[config.mk]
export PLATFORM = sky130hd
export DESIGN_NAME = muldiv_seq
export DESIGN_NICKNAME = d
export VERILOG_FILES = /design/src/rtl/muldiv_seq.sv
export SDC_FILE = /design/constraint.sdc
export NUM_CORES = 1
export LEC_CHECK = 0
export CORE_MARGIN = 5
export CORE_UTILIZATION = 62
export CTS_CLUSTER_SIZE = 10
export DETAILED_ROUTE_END_ITERATION = 10
export PLACE_DENSITY_LB_ADDON = 0.25
export SLEW_MARGIN = 0
export SYNTH_ARGS = -nofsm -noshare
export SYNTH_HDL_FRONTEND = slang
export SYNTH_SLANG_ARGS = --single-unit
[constraint.sdc]
create_clock -name clk -period 6.7 [get_ports clk]
set_input_delay 1.34 -clock clk [delete_from_list [all_inputs] [get_ports clk]]
set_output_delay 1.34 -clock clk [all_outputs]
set_load 0.03 [all_outputs]
[src/rtl/muldiv_seq.sv]
// Sequential RV32M multiply/divide unit.
// Uses a 32-cycle shift-add multiplier and a restoring divider that share one 33-bit adder.
module muldiv_seq (
  input  logic        clk,
  input  logic        rst,
  input  logic        start,
  input  logic [2:0]  funct3,
  input  logic [31:0] in1,
  input  logic [31:0] in2,
  input  logic        kill,
  output logic        busy,
  output logic        done,
  output logic [31:0] out
);

  // state  | meaning
  // IDLE   | waiting for start; inputs sampled here only
  // CALC   | 32 iterations of shift-add or restoring divide
  // FIX    | sign correction and result select, loads out
  // DONE   | one-cycle done pulse
  localparam logic [1:0] S_IDLE = 2'd0;
  localparam logic [1:0] S_CALC = 2'd1;
  localparam logic [1:0] S_FIX  = 2'd2;
  localparam logic [1:0] S_DONE = 2'd3;

  logic [1:0]  state;
  logic [4:0]  cnt;
  logic [2:0]  op;
  logic [31:0] opnd;
  logic [63:0] acc;
  logic        neg_q;
  logic        neg_r;

  // operand decode at start
  logic        in_mul, s1, s2, n1, n2, div_zero, div_ovf;
  logic [31:0] mag1, mag2;

  always_comb begin
    in_mul   = ~funct3[2];
    s1       = in_mul ? (funct3 != 3'b011) : ~funct3[0];
    s2       = in_mul ? ~funct3[1] : ~funct3[0];
    n1       = s1 & in1[31];
    n2       = s2 & in2[31];
    mag1     = n1 ? (32'd0 - in1) : in1;
    mag2     = n2 ? (32'd0 - in2) : in2;
    div_zero = funct3[2] & (in2 == 32'd0);
    div_ovf  = funct3[2] & ~funct3[0] & (in1 == 32'h8000_0000) & (in2 == 32'hFFFF_FFFF);
  end

  // Shared 33-bit adder: add multiplicand in MUL, subtract divisor in DIV.
  // Partial remainder stays below the divisor, so sum[32] is the borrow.
  logic        is_div;
  logic [32:0] add_a, add_b, sum;
  logic [63:0] step_acc;

  always_comb begin
    is_div = op[2];
    add_a  = is_div ? acc[63:31] : {1'b0, acc[63:32]};
    add_b  = is_div ? ~{1'b0, opnd} : (acc[0] ? {1'b0, opnd} : 33'd0);
    sum    = add_a + add_b + {32'd0, is_div};
    if (is_div)
      step_acc = sum[32] ? {acc[62:0], 1'b0} : {sum[31:0], acc[30:0], 1'b1};
    else
      step_acc = {sum, acc[31:1]};
  end

  logic [63:0] prod;
  logic [31:0] quo, rem, fix_res;

  always_comb begin
    prod = neg_q ? (64'd0 - acc) : acc;
    quo  = neg_q ? (32'd0 - acc[31:0]) : acc[31:0];
    rem  = neg_r ? (32'd0 - acc[63:32]) : acc[63:32];
    if (!op[2])
      fix_res = (op[1:0] == 2'b00) ? prod[31:0] : prod[63:32];
    else
      fix_res = op[1] ? rem : quo;
  end

  always_ff @(posedge clk) begin
    if (rst) begin
      state <= S_IDLE;
      cnt   <= 5'd0;
      op    <= 3'd0;
      opnd  <= 32'd0;
      acc   <= 64'd0;
      neg_q <= 1'b0;
      neg_r <= 1'b0;
      out   <= 32'd0;
    end else begin
      case (state)
        S_IDLE: begin
          if (start && !kill) begin
            op  <= funct3;
            cnt <= 5'd31;
            // Special divide cases preload acc so FIX yields the required result.
            if (div_zero) begin
              acc   <= {in1, 32'hFFFF_FFFF};
              opnd  <= mag2;
              neg_q <= 1'b0;
              neg_r <= 1'b0;
              state <= S_FIX;
            end else if (div_ovf) begin
              acc   <= {32'd0, 32'h8000_0000};
              opnd  <= mag2;
              neg_q <= 1'b0;
              neg_r <= 1'b0;
              state <= S_FIX;
            end else begin
              acc   <= {32'd0, in_mul ? mag2 : mag1};
              opnd  <= in_mul ? mag1 : mag2;
              neg_q <= n1 ^ n2;
              neg_r <= n1;
              state <= S_CALC;
            end
          end
        end
        S_CALC: begin
          if (kill) begin
            state <= S_IDLE;
          end else begin
            acc <= step_acc;
            cnt <= cnt - 5'd1;
            if (cnt == 5'd0) state <= S_FIX;
          end
        end
        S_FIX: begin
          if (kill) begin
            state <= S_IDLE;
          end else begin
            out   <= fix_res;
            state <= S_DONE;
          end
        end
        default: state <= S_IDLE;
      endcase
    end
  end

  assign busy = (state != S_IDLE);
  assign done = (state == S_DONE);

endmodule

**Yosys cells after proc, flatten, opt, wreduce, memory -nomap -nowiden**

Index checks and enable logic that the tools add are counted.

- Bits in registers: 140
- Input port bits: 71

- Add/sub/neg operators: 8
- Eq/ne operators: 9
- Mux-type cells: 38
- Bitwise logic cells: 11
- Reduce and logical (&&, ||, !) cells: 12

Operators with widths:

| operator | count |
|---|---|
| 32-bit 2-to-1 mux | 13 |
| 64-bit 2-to-1 mux | 6 |
| 64-bit case mux with 2 select lines | 1 |
| 1-bit by 32-bit subtractor with 32-bit output, first input constant | 4 |
| 33-bit 2-to-1 mux | 2 |
| 32-bit == test, second input constant | 2 |
| 1-bit by 64-bit subtractor with 64-bit output, first input constant | 1 |
| 33-bit by 1-bit adder with 33-bit output | 1 |
| 33-bit adder | 1 |
| 32-bit inverter with 33-bit output | 1 |
| 32-bit logical NOT | 1 |
| 2-bit 2-to-1 mux | 6 |
| 5-bit 2-to-1 mux | 2 |
| 5-bit case mux with 2 select lines | 1 |
| 1-bit AND | 6 |
| 1-bit 2-to-1 mux | 6 |
| 2-bit case mux with 3 select lines | 1 |
| 2-bit AND reduction | 3 |
| 5-bit logical NOT | 1 |
| 5-bit by 1-bit subtractor with 5-bit output, second input constant | 1 |
| 2-bit == test, second input constant | 2 |
| 2-bit logical NOT | 2 |
| 2-bit inequality test, second input constant | 2 |
| 2-bit nonzero test | 2 |
| other kinds (8) | 10 |

**Longest topological paths before layout**

- Depth in word-level cells: 9
- Gate-level depth with buffers: 18

**Worst setup path after synthesis**

No wires, ideal clock.

- Path kind: reg2reg
- Start: register op[2]
- End: register acc[56]
- Data arrival time: 4.359 ns
- Required time: 6.609 ns
- Path slack: 2.250 ns
- Cell stages (with the launch flop): 19
- Buffers on the path: 5
- Period minus slack after synthesis: 4.450 ns
- Cell sequence: dfxtp_1 clkbuf_1 clkbuf_1 clkbuf_1 clkbuf_1 nand2_1 o21ai_0 fa_1 inv_1 fa_1 nand2b_1 a21oi_1 o21ai_0 o21bai_1 a21oi_1 xnor2_2 buf_4 nand3_1 a311oi_1

- Cells in the longest elaborated chain, start to end: 7

RTL lines:

| what | RTL line | source |
|---|---|---|
| from (decl) | 28 | `logic [2:0] op;` |
| from (signal assigned) | 94 | `op <= funct3;` |
| 33-bit 2-to-1 mux (on tied branches) | 58, 59 |  |
| 33-bit adder | 60 | `sum = add_a + add_b + {32'd0, is_div};` |
| 33-bit by 1-bit adder with 33-bit output | 60 |  |
| 64-bit 2-to-1 mux | 62 | `step_acc = sum[32] ? {acc[62:0], 1'b0} : {sum[31:0], acc[30:0], 1'b1};` |
| 64-bit 2-to-1 mux (*) | 61 | `if (is_div)` |
| 64-bit 2-to-1 mux (*) | 119 | `if (kill) begin` |
| 64-bit case mux with 2 select lines (*) | 91 | `case (state)` |
| to (signal assigned) | 98 | `acc <= {in1, 32'hFFFF_FFFF};` |
| to (signal assigned) | 104 | `acc <= {32'd0, 32'h8000_0000};` |
| to (signal assigned) | 122 | `acc <= step_acc;` |
| to (decl) | 30 | `logic [63:0] acc;` |

Every way passes the cells marked *; elsewhere a longest branch is shown, timed or not. The select of a mux whose other input is x is not followed.
A chain may end at the register's enable or synchronous reset.

**Worst setup path in the final report**

- Start: register op[2]
- End: register acc[48]

The elaborated chain is that of the path after synthesis.

==> results.tsv <==
stage	metric	value	unit
setup_path	critical path required time	7.05	ns
synthesis	Synth Net Count	2072	
cts	postcts setup bufs	0	
floorplan	Die Wd	161	µm
sta	Tcrit/Tclk final	0.800	
layout	# nets final	2055	
setup_path	crit path launch type	flop	
cts	latest clock arrival within the worst-skew pair	0.45	ns
grt	first-pass GRT wire length	82.6	mm
pwr	NetSw	1260	µW
cts	CTS Buf Count	17	
pwr	power share of the clock group	0.329	
cts	CTS-repair resized insts	0	
pwr	Pwr per Cell Area	193	nW/µm²
grt	gr ovfl total	0	
sta	Final min period	5.36	ns
pwr	total internal power	1750	µW
synthesis	Post-synth EDFFs	0	
outcome	status	finished, final reports clean	
synthesis	Synth Area per Inst	7.16	µm²
cts	Root Driver	clkbuf_16	
synthesis	largest area contributor in the netlist	dfxtp_1	
setup_path	Data arrival, critical path	5.71	ns
floorplan	io pins	105	
synthesis	Post-Synth Simple-Gate Area	0.227	
sta	RSZ-0062 raised after global routing	no	
pwr	Comb power frac	0.340	
placement	routability cong.	1.03	
synthesis	post-synthesis instance area	14000	µm²
sta	fmax	187	MHz
synthesis	Mapped Cells	1961	
routing	Post-DRT Antenna Nets	0	
pwr	Max VDD drop	0.000226	V
cts	Num Clock Sinks	140	
floorplan	# rows	55	
synthesis	Yosys warning count	0	
setup_path	worst setup path class	reg2reg	
grt	vias in the first global route	14200	
sta	max-slew violations	0	
sta	Slew @ Worst Pin	1.28	ns
routing	drt total wl	54.6	mm
cts	clock buffer depth	2	
pwr	switching fraction of total power	0.418	
setup_path	crit end category	flop	
setup_path	CP peak stage delay	1.06	ns
sta	Final Hold Viols	0	
grt	largest net degree at the start of global routing	60	
setup_path	critical-path cell list	nor2_2, nand2_1, o21ai_0, fa_1, inv_1, fa_1, nand2b_1, a21oi_1, o21ai_0, o21bai_1, a21oi_1, xnor2_2, mux2i_1, o32ai_1	
synthesis	top post-synthesis cells by area	dfxtp_1 20%, nand2_1 6.5%, o21ai_0 6.4%	
sta	Final Setup Violations	0	
routing	Avg WL per Cell	24.4	µm
run	Max-cap violations	0	
synthesis	Post-synth top cells	242 x nand2_1, 179 x o21ai_0, 169 x nor2_1, 166 x a21oi_1, 140 x dfxtp_1	
routing	DRT Pass-1 Iters	7	
floorplan	die area	25800	µm²
setup_path	Top Family by Delay on Critical Path	compound AO/OA/AOI/OAI gates	
pwr	LEAKAGE	0.00563	µW
layout	area grow syn2layout	11.1	%
setup_path	Max stage delay cell, worst path	xnor2_2	
synthesis	largest family of logic cells by synthesized area	compound AO/OA/AOI/OAI gates	
routing	via-per-instance ratio	7.03	
sta	Post-Route Setup TNS	0	ns
cts	H-tree Lvls	4	
placement	I/O Buffers	104	
routing	Detailed Route Iter0 Violations	2215	
grt	initial antenna violation count	0	
synthesis	Post-Synth XOR/XNOR Area	0.106	
synthesis	multiplexer area fraction after synthesis	0.0919	
grt	Overall Global Routing Usage	0.405	
synthesis	Async S/R FF share, synth	0	
synthesis	adder-cell area share of the yosys netlist	0.0367	
floorplan	core area	22500	µm²
synthesis	Synth Area in Compound Gates	0.284	
routing	DRC viols	0	
layout	layout cells sized above 1	0.0705	
synthesis	Seq/Total Area, Yosys	0.200	
cts	CTS Hold Buffers Added	0	
setup_path	critical path peak fanout	57	
min_path	worst min path class	reg2reg	
synthesis	Yosys reg bits	140	
placement	Setup WS pre-CTS	1.42	ns
layout	post-route core utilization	0.694	
cts	CTS tree	done	
pwr	sequential power share	0.330	
floorplan	initial core utilization	0.624	
synthesis	Synth Flop Type	dfxtp_1	
floorplan	Die Span Y	161	µm
synthesis	Yosys cell types	88	
placement	HPWL Detailed	41.0	mm
routing	DR vias	15800	
setup_path	Worst Path Buf+Inv	1	
sta	Slew headroom	0.141	
sta	clk_skew	0.0179	ns
synthesis	top-area cell type share of the netlist area	0.200	
synthesis	most frequent cell after synthesis	nand2_1	
sta	setup ws final	1.34	ns
cts	clock-pin transition on the worst setup and hold timing paths	0.08	ns
layout	Ant. Diodes	0	
stage by stage:
step | hold WS (ns) | power [µW] | instances | area, µm²
6_report | 0.441 | 3010 | 2242 | 15600
5_1_grt | 0.469 | 3120 | 2242 | 15600
4_1_cts | 0.444 | 2970 | 2242 | 15600
3_5_place_dp | 0.433 | 1990 | 2210 | 15000
3_3_place_gp | 0.427 | 1970 | 2210 | 15000
2_1_floorplan | 0.442 | 1650 | 1961 | 14000
final timing paths:
check                             from              endpoint  slack (ns)  depth (start not counted)
setup / recovery    op[2]$_SDFFE_PP0P_  acc[48]$_SDFFE_PP0P_        1.34                         14
hold / removal    out[24]$_SDFFE_PP0P_  out[24]$_SDFFE_PP0P_        0.44                          2
hold reg to reg   out[24]$_SDFFE_PP0P_  out[24]$_SDFFE_PP0P_        0.44                          2
setup reg to reg    op[2]$_SDFFE_PP0P_  acc[48]$_SDFFE_PP0P_        1.34                         14
worst register-to-register path: stages, from the launching register on:
cell      delay, ns
dfxtp_4        0.55
nor2_2         0.78
nand2_1        0.14
o21ai_0        0.14
fa_1           0.26
inv_1          0.07
fa_1           0.40
nand2b_1       0.18
a21oi_1        0.27
o21ai_0        0.24
o21bai_1       0.40
a21oi_1        0.29
xnor2_2        1.06
mux2i_1        0.21
o32ai_1        0.31
layout make-up:
type	count	area, µm²
clock buffer	17	425
clock inverter	15	191
fill	1918	6890
inverter	36	135
multi-input combinational	1623	10500
sequential	140	2810
tap	285	357
timing repair buffer	126	1200
flip-flops by register name, summed over array words and instances, names as in the netlist:
| signal | cells |
|---|---|
| acc | 64 |
| opnd | 32 |
| out | 32 |
| cnt | 5 |
| op | 3 |
| state | 2 |
| neg_q | 1 |
| neg_r | 1 |
per-layer routing:
layer	up-vias	share of wire	GRT usage
li1	7119	-	-
met1	7270	0.37	0.515
met2	1125	0.44	0.645
met3	237	0.11	0.0719
met4	0	0.070	0.233
met5	-	0	0
cells in the final DEF, fill, tap and decap left out, types with 25 or more instances in the layout:
cell type / netlist / final
nand2_1: 242 / 242
o21ai_0: 179 / 179
nor2_1: 169 / 166
a21oi_1: 166 / 166
dfxtp_1: 140 / 138
clkdlybuf4s50_1: 0 / 102
xor2_1: 96 / 96
mux2i_1: 84 / 84
xnor2_1: 72 / 71
nor3_1: 44 / 44
nand3_1: 44 / 44
mux2_2: 40 / 40
ha_1: 38 / 38
inv_1: 35 / 35
o31ai_1: 30 / 30
a22oi_1: 27 / 27
a211oi_1: 25 / 25
power groups by stage:
stage               Sequential (µW)  Combinational [µW]  Clock, µW
finish                          994                1020        992
global route                   1000                1090       1040
CTS                             988                 992        987
detailed placement             1010                 987          0
global placement               1000                 971          0
floorplan                       959                 686          0
cell families (layout without fill, tap and decap cells):
| logic type | after synthesis | count (layout) |
|---|---|---|
| AO/OA/AOI/OAI | 627 | 627 |
| buffers and inverters | 198 | 194 |
| multiplexers | 124 | 124 |
| XOR/XNOR | 169 | 169 |
| AND/OR/NAND/NOR | 663 | 663 |
| adder cells (fa/ha/maj) | 40 | 40 |
| flip-flops | 140 | 140 |
Note: power is estimated with default switching activity, not from simulation.
